$ cat config.mk
export PLATFORM = sky130hd
export DESIGN_NAME = mc6809_dma_arbiter
export DESIGN_NICKNAME = d
export VERILOG_FILES = /design/src/rtl/mc6809_dma_arbiter.sv
export SDC_FILE = /design/constraint.sdc
export NUM_CORES = 1
export LEC_CHECK = 0
export BUFFER_PORTS_ARGS = -buffer_cell sky130_fd_sc_hd__buf_2
export CORE_UTILIZATION = 50
export DETAILED_ROUTE_END_ITERATION = 8
export PLACE_DENSITY = 0.73
export RECOVER_POWER = 25
export SLEW_MARGIN = 5
export SYNTH_ARGS = -nofsm -noshare
export SYNTH_HDL_FRONTEND = slang
export SYNTH_SLANG_ARGS = --single-unit
$ cat constraint.sdc
create_clock -name CLK -period 1.96 [get_ports CLK]
set_clock_uncertainty 0.15 [all_clocks]
set_input_delay 0.196 -clock CLK [delete_from_list [all_inputs] [get_ports CLK]]
set_output_delay 0.196 -clock CLK [all_outputs]
set_load 0.02 [all_outputs]
$ cat src/rtl/mc6809_dma_arbiter.sv
// Shares the 6809 bus with NREQ DMA masters: requests it via nDMABREQ, then grants round-robin bursts.
// All outputs are registered. Bursts are capped, and the CPU is guaranteed a recovery window after each release.
module mc6809_dma_arbiter #(
  parameter int NREQ        = 2,
  parameter int MAX_BURST   = 14,
  parameter int RECOVER     = 2,
  parameter int REQ_TIMEOUT = 32
) (
  input  logic            CLK,
  input  logic            RESET,
  input  logic [NREQ-1:0] req,
  input  logic            BA,
  input  logic            BS,
  output logic            nDMABREQ,
  output logic [NREQ-1:0] gnt,
  output logic            dma_own,
  output logic [7:0]      burst_cnt,
  output logic            timeout
);

  localparam int PW = (NREQ > 1) ? $clog2(NREQ) : 1;

  typedef enum logic [1:0] {S_IDLE, S_REQ, S_GRANT, S_RELEASE} state_t;

  state_t            state, state_n;
  logic [PW-1:0]     rr_ptr, rr_ptr_n, winner, winner_n, pick, off;
  logic [PW:0]       pick_sum;
  logic [2*NREQ-1:0] req_rot;
  logic [7:0]        wait_cnt, wait_cnt_n, burst_cnt_n;
  logic [3:0]        rec_cnt, rec_cnt_n;
  logic              ba_seen, ba_seen_n, ndma_n, own_n, timeout_n;
  logic [NREQ-1:0]   gnt_n;
  logic              bus_grant, any_req;

  assign bus_grant = BA & BS;
  assign any_req   = |req;

  // Rotate req so bit 0 is the master at rr_ptr; the lowest set bit is the winner's offset.
  always_comb begin
    req_rot = {req, req} >> rr_ptr;
    off     = '0;
    for (int k = NREQ - 1; k >= 0; k--) begin
      if (req_rot[k]) off = PW'(k);
    end
    pick_sum = {1'b0, rr_ptr} + {1'b0, off};
    pick     = (int'(pick_sum) >= NREQ) ? PW'(int'(pick_sum) - NREQ) : pick_sum[PW-1:0];
  end

  always_comb begin
    state_n     = state;
    rr_ptr_n    = rr_ptr;
    winner_n    = winner;
    wait_cnt_n  = wait_cnt;
    rec_cnt_n   = rec_cnt;
    ba_seen_n   = ba_seen;
    ndma_n      = nDMABREQ;
    gnt_n       = gnt;
    own_n       = dma_own;
    burst_cnt_n = burst_cnt;
    timeout_n   = 1'b0;
    case (state)
      S_IDLE: begin
        if (any_req) begin
          state_n    = S_REQ;
          ndma_n     = 1'b0;
          wait_cnt_n = '0;
        end
      end
      S_REQ: begin
        wait_cnt_n = wait_cnt + 8'd1;
        // A grant on the same edge as the timeout takes priority.
        if (bus_grant && any_req) begin
          state_n     = S_GRANT;
          winner_n    = pick;
          gnt_n       = '0;
          gnt_n[pick] = 1'b1;
          own_n       = 1'b1;
          burst_cnt_n = '0;
        end else if (!any_req) begin
          state_n   = S_RELEASE;
          ndma_n    = 1'b1;
          ba_seen_n = 1'b0;
          rec_cnt_n = '0;
        end else if (wait_cnt == 8'(REQ_TIMEOUT - 1)) begin
          state_n   = S_RELEASE;
          ndma_n    = 1'b1;
          timeout_n = 1'b1;
          ba_seen_n = 1'b0;
          rec_cnt_n = '0;
        end
      end
      S_GRANT: begin
        if (!req[winner] || burst_cnt == 8'(MAX_BURST - 1) || !bus_grant) begin
          state_n     = S_RELEASE;
          gnt_n       = '0;
          own_n       = 1'b0;
          ndma_n      = 1'b1;
          burst_cnt_n = '0;
          rr_ptr_n    = (int'(winner) == NREQ - 1) ? '0 : winner + PW'(1);
          ba_seen_n   = 1'b0;
          rec_cnt_n   = '0;
        end else begin
          burst_cnt_n = burst_cnt + 8'd1;
        end
      end
      S_RELEASE: begin
        // Hold off until the CPU has dropped BA, then give it RECOVER more cycles.
        if (!ba_seen) begin
          if (!BA) begin
            if (RECOVER == 0) state_n = S_IDLE;
            else ba_seen_n = 1'b1;
            rec_cnt_n = '0;
          end
        end else if (rec_cnt == 4'(RECOVER - 1)) begin
          state_n   = S_IDLE;
          ba_seen_n = 1'b0;
        end else begin
          rec_cnt_n = rec_cnt + 4'd1;
        end
      end
      default: state_n = S_IDLE;
    endcase
  end

  always_ff @(posedge CLK) begin
    if (RESET) begin
      state     <= S_IDLE;
      rr_ptr    <= '0;
      winner    <= '0;
      wait_cnt  <= '0;
      rec_cnt   <= '0;
      ba_seen   <= 1'b0;
      nDMABREQ  <= 1'b1;
      gnt       <= '0;
      dma_own   <= 1'b0;
      burst_cnt <= '0;
      timeout   <= 1'b0;
    end else begin
      state     <= state_n;
      rr_ptr    <= rr_ptr_n;
      winner    <= winner_n;
      wait_cnt  <= wait_cnt_n;
      rec_cnt   <= rec_cnt_n;
      ba_seen   <= ba_seen_n;
      nDMABREQ  <= ndma_n;
      gnt       <= gnt_n;
      dma_own   <= own_n;
      burst_cnt <= burst_cnt_n;
      timeout   <= timeout_n;
    end
  end

endmodule

==> results.json, run 1 <==
{
  "stdcell_area_um2": 1990,
  "synth_mux_area_share_pct": 1.36,
  "row_count": 19,
  "fin_crit_sh_pct": 104,
  "violations": "negative setup slack",
  "area_delta_synth_final_pct": 26.9,
  "h-tree-depth": 2,
  "hp-class": "in -> reg",
  "via_count": 1400,
  "synth_compound_area_share_pct": 18.2,
  "fp.dieW_um": 58.0,
  "num_io_pins": 19,
  "drc": 0,
  "worstSetupStartpointType": "flop",
  "required_ps": 2070,
  "place_area_um2": 1820,
  "leakagePower_nw": 0.802,
  "maxCapViolCount": 0,
  "max_stage_delay_ps": 470,
  "holdBufCountCts": 0,
  "worst_slew_pin_slew_ps": 392,
  "synth_most_common_cell": "dfxtp_1",
  "die-area_um2": 3360,
  "fmax_mhz": 491,
  "synthesis.instances": 173,
  "maxSlewHeadroom_pct": 73.9,
  "clock-sinks": 30,
  "root_buffer": "clkbuf_4",
  "whs_ps": 72.5,
  "grt_antenna_before_repair": 0,
  "setup_ws_ps": -75.5,
  "antenna_cells": 0,
  "synthTopCellsByArea": "dfxtp_1 38%, ha_1 8.0%, xor2_1 5.0%, nor2_1 4.8%, nand3_1 2.9%",
  "core-area_um2": 2850,
  "ys_seq_area_share_pct": 38.3,
  "drive_gt1_share_pct": 32.7,
  "synth_largest_area_cell": "dfxtp_1",
  "clkTransAtPathRegs_ps": 100,
  "synth_flop_cell": "dfxtp_1",
  "grt_first_pass_wirelength_mm": 6.00,
  "syn_avg_cell_area_um2": 9.06,
  "worst_path_max_delay_cell": "or4_4",
  "grt_pass1_vias": 1326,
  "die_h_um": 58.0,
  "ys_async_sr_fraction_pct": 0,
  "path_class": "reg -> reg",
  "grt_overflow": 0,
  "utilization_pct": 69.7,
  "cts_buffers": 5,
  "synth-simple-area-share_pct": 23.6,
  "nets": 229,
  "grt_use_total_pct": 23.6,
  "setup_viol": 5,
  "critPathCaptureType": "flop",
  "rsz0062_at_grt": "yes",
  "synth-seq-cells": 30,
  "grt_max_degree": 21,
  "crit_chain": "inv_2 > ha_4 > nand4b_1 > or4_4 > a211oi_4 > nand3_2 > o32ai_2",
  "yosys-top-cells-count": "30 x dfxtp_1, 20 x nor2_1, 10 x ha_1, 10 x nand2_1",
  "cts_tree": "done",
  "ys_warn_count": 0,
  "place_congestion": 0.871,
  "drtAntennaViolNets": 0,
  "wirelength_mm": 3.70,
  "critPathMaxFanout": 6,
  "drt_iter0_markers": 53,
  "ir_drop_mv": 0.632,
  "synth-edff-count": 0,
  "outcome": "complete, but fails checks",
  "viasPerCell": 5.71,
  "ys_types": 46,
  "clock_latency_ps": 340,
  "synth_fa_ha_area_share_pct": 8.62,
  "pwr_density_cell_nw_per_um2": 1030,
  "yosysTopAreaCellShare_pct": 38.3,
  "syn_area_um2": 1570,
  "slew_violations": 0,
  "dp_hpwl_mm": 2.63,
  "start_util_pct": 55.0,
  "wl_per_cell_um": 15.1,
  "firstDrtPassIters": 4,
  "syn_nets": 189,
  "portBuffers": 18,
  "synth_top_family_by_area": "simple AND/OR/NAND/NOR gates",
  "period_needed_ps": 2040,
  "synth_xor_area_share_pct": 7.26,
  "hold_viol_final": 0,
  "cts.path.max_buffers": 2,
  "crit_arrival_ps": 2150
}
[placed cells by master, fill, tap and decap left out, types with 2 or more instances in the layout]
master / count
a211o_1: 2
a211oi_2: 2
a21o_1: 2
a21oi_1: 5
a21oi_2: 2
a22o_1: 2
a31oi_1: 2
and2_1: 2
and3_1: 5
buf_2: 12
buf_4: 19
clkbuf_1: 6
clkbuf_4: 5
clkbuf_8: 3
dfxtp_1: 26
dfxtp_2: 3
ha_1: 6
ha_2: 3
inv_1: 5
inv_2: 2
nand2_1: 8
nand2_2: 2
nand2b_1: 5
nand3_1: 8
nand3_2: 2
nand4_1: 4
nor2_1: 20
nor2b_1: 3
nor3_1: 2
o21ai_1: 2
o2bb2ai_1: 2
xnor2_1: 4
xor2_1: 9
[worst max-delay path: cells and delay by family, from the launching register on]
| kind | cells | cell delay [ps] |
|---|---|---|
| AND/OR/NAND/NOR | 3 | 710 |
| buffers and inverters | 1 | 60 |
| adder cells (fa/ha/maj) | 1 | 110 |
| flip-flops | 1 | 340 |
| AO/OA/AOI/OAI | 2 | 590 |
[flip-flops by register name (all words and copies together) (netlist names)]
signal	cells
timeout	1
rr_ptr	1
gnt	2
wait_cnt	8
nDMABREQ	1
winner	1
state	2
burst_cnt	8
dma_own	1
rec_cnt	4
ba_seen	1
[power breakdown]
part | internal [mW] | switching (mW)
Combinational | 0.387 | 0.464
Sequential | 0.679 | 0.0524
Clock | 0.245 | 0.221
Total | 1.31 | 0.738
[worst paths after layout]
| check | start | to | slack, ps | cells after the start |
|---|---|---|---|---|
| worst min register to register | dma_own | dma_own | 310 | 1 |
| worst max-delay path | burst_cnt[1] | rec_cnt[3] | -80 | 7 |
| worst min-delay path | BS | timeout | 70 | 4 |
| worst max register to register | burst_cnt[1] | rec_cnt[3] | -80 | 7 |
[cell type report]
cell class | instances | area (um^2)
Fill cell | 227 | 863
Clock buffer | 8 | 78.8
Tap cell | 31 | 38.8
Multi-Input combinational cell | 132 | 1010
Sequential cell | 30 | 608
Inverter | 7 | 26.3
Timing Repair Buffer | 37 | 225
[cells by family after synthesis]
| kind of cell | count (synthesis) |
|---|---|
| simple gates | 70 |
| flops | 30 |
| buf+inv | 11 |
| fa+ha+maj | 11 |
| mux | 2 |
| xor+xnor | 13 |
| compound gates | 36 |
[repair_timing]
| action | CTS | global route |
|---|---|---|
| pin swaps | 0 | 1 |
| endpoints found under the setup margin | 8 | 25 |
| buffers inserted | 1 | 1 |
| hold endpoints to repair | 0 | 0 |
| gates resized for setup | 8 | 15 |
[layer usage]
layer,vias up,GRT usage [%],part of all wire [%]
met2,28,37.6,51
met1,659,28.5,43
met3,10,7.14,4.1
met5,-,0,0
li1,703,-,-
met4,0,13.3,2.4
[stage by stage]
step	setup WS [ps]	total power [mW]	TNS [ps]	std cells
6_report	-75.5	2.05	-229	245
5_1_grt	-166	2.18	-866	245
4_1_cts	-90.0	1.98	-210	244
3_5_place_dp	-112	1.48	-199	235
3_3_place_gp	-64.8	1.44	-71.5	235
2_1_floorplan	-9.80	1.21	-9.80	173
Note: power is estimated with default switching activity, not from simulation.
==> inputs of run 2 (changes only) <==
==> constraint.sdc (replaced) <==
create_clock -name CLK -period 1.96 [get_ports CLK]
set_clock_uncertainty 0.15 [all_clocks]
set_input_delay 0.392 -clock CLK [delete_from_list [all_inputs] [get_ports CLK]]
set_output_delay 0.392 -clock CLK [all_outputs]
set_load 0.02 [all_outputs]
==> run 2 against run 1 <==
  * The flow still finishes with violations (negative setup slack)
  * Clock power increased by 3%
  * Power rose by 2.3%
  * Maximum frequency fell by 2.1%
  * Worst hold slack improved by 180 ps
  * Via count up 4.5%
  * Non-clock buffer count rose by 7
  * Largest cell class unchanged
  * Highest routed layer unchanged
==> results.json, run 2 (same netlist as run 1, synthesis figures left out) <==
{
  "drt_iter0_markers": 80,
  "worstSetupStartpointType": "flop",
  "crit_end": "nDMABREQ",
  "start_util_pct": 55.0,
  "stdcell_count": 252,
  "wl_per_cell_um": 14.6,
  "grt_first_pass_wirelength_mm": 5.95,
  "root_buffer": "clkbuf_4",
  "core-area_um2": 2850,
  "p_sw_share_pct": 35.3,
  "final_common_cell": "buf_4",
  "hold_viol_final": 0,
  "cts_tree": "done",
  "rrSetupSlack_ps": -120,
  "r2r-end": "nDMABREQ",
  "ir_drop_mv": 0.613,
  "grt_overflow": 0,
  "setup_ws_ps": -119,
  "largestRegisters": "burst_cnt (8), wait_cnt (8), rec_cnt (4)",
  "nets": 236,
  "utilization_pct": 71.7,
  "portBuffers": 18,
  "p_int_mw": 1.36,
  "cp-startpoint": "burst_cnt[1]",
  "die-area_um2": 3360,
  "wirelength_mm": 3.68,
  "row_count": 19,
  "fp.dieW_um": 58.0,
  "p_clk_share_pct": 23.0,
  "cts_buffers": 5,
  "die_h_um": 58.0,
  "violations": "negative setup slack",
  "r2r_start": "burst_cnt[1]",
  "fin_crit_sh_pct": 106,
  "switching_power_mw": 0.739,
  "grt_pass1_vias": 1371,
  "path_class": "reg -> reg",
  "grt_antenna_before_repair": 0,
  "drc": 0,
  "maxSlewHeadroom_pct": 69.4,
  "drtAntennaViolNets": 0,
  "grt_use_total_pct": 23.4,
  "drive_gt1_share_pct": 33.5,
  "critPathCaptureType": "flop",
  "h-tree-depth": 2,
  "place_congestion": 0.909,
  "power_mw": 2.09,
  "outcome": "complete, but fails checks",
  "pwr_density_cell_nw_per_um2": 1020,
  "numPlacedInstances": 240,
  "required_ps": 2040,
  "place_ws_ps": -103,
  "fmax_mhz": 481,
  "viasPerCell": 5.81,
  "rsz0062_at_grt": "yes",
  "num_io_pins": 19,
  "setup_viol": 10,
  "via_count": 1463,
  "cts.path.max_buffers": 2,
  "antenna_cells": 0,
  "hp-class": "in -> reg",
  "combPwrFrac_pct": 41.9,
  "slew_violations": 0,
  "period_needed_ps": 2080,
  "firstDrtPassIters": 4,
  "clkTransAtPathRegs_ps": 90,
  "clock_latency_ps": 330,
  "reg2reg_depth": 8,
  "clock-sinks": 30,
  "worst_slew_pin_slew_ps": 457,
  "p_seq_share_pct": 35.1,
  "critPathMaxFanout": 2,
  "crit_arrival_ps": 2160,
  "area_delta_synth_final_pct": 30.4,
  "leakagePower_nw": 0.847,
  "grt_max_degree": 21,
  "layout_common_cells": "26 x buf_4, 25 x dfxtp_1, 20 x nor2_1, 13 x buf_2",
  "dp_hpwl_mm": 2.72,
  "maxCapViolCount": 0
}
-- run 2: changes by cell type in the layout (fill, tap and decap cells not counted), sizes merged --
cell / before / now
bufinv: 0 / 1
clkinv: 0 / 2
buf: 31 / 39
clkbuf: 14 / 10
-- run 2: layout make-up --
cell class	instances	area (um^2)
Timing Repair Buffer	44	279
Clock inverter	3	40.0
Fill cell	237	808
Multi-Input combinational cell	132	1010
Sequential cell	30	609
Clock buffer	5	37.5
Tap cell	31	38.8
Inverter	7	26.3
-- run 2: power groups by stage --
stage	clock network, mW	registers [mW]	logic (mW)
2_1_floorplan	0	0.778	0.429
3_3_place_gp	0	0.729	0.719
3_5_place_dp	0	0.734	0.750
4_1_cts	0.493	0.727	0.800
5_1_grt	0.523	0.740	0.956
6_report	0.482	0.735	0.877
-- run 2: what timing repair did --
item | 4_1_cts | 5_1_grt
gates resized for setup | 9 | 11
hold buffers | 0 | 0
setup buffers | 1 | 3
pin swaps | 1 | 5
hold endpoints to repair | 0 | 0
setup endpoints to repair | 16 | 20
-- run 2: critical path, stage by stage (launching register included) --
cell and delay, ps:
dfxtp_2 340, inv_2 60, ha_4 110, nand4b_1 80
or4_4 460, buf_4 160, a211oi_2 270, nor2b_1 80
a211o_1 260
-- run 2: per-stage QoR --
step / area, um^2 / hold WS (ps) / setup TNS [ps]
3_3_place_gp: 1860 / 281 / -82.8
4_1_cts: 1980 / 238 / -310
3_5_place_dp: 1860 / 289 / -233
2_1_floorplan: 1580 / 307 / -9.80
6_report: 2040 / 257 / -526
5_1_grt: 2040 / 262 / -1570
-- run 2: worst min-delay path by stage --
| stage | startpoint | end | slack [ps] | cells after the start |
|---|---|---|---|---|
| 2_1_floorplan | rec_cnt[0] | rec_cnt[0] | 310 | 1 |
| 3_3_place_gp | dma_own | dma_own | 280 | 1 |
| 3_5_place_dp | dma_own | dma_own | 290 | 1 |
| 4_1_cts | BS | timeout | 240 | 4 |
| 5_1_grt | BS | timeout | 260 | 4 |
| 6_report | BS | timeout | 260 | 4 |
-- run 2: routing by layer --
metal,wire (um),vias to the layer above,track usage [%]
met5,0,-,0
met4,66,0,9.52
met1,1670,719,27.4
met3,86,7,6.03
li1,-,717,-
met2,1860,20,40.6
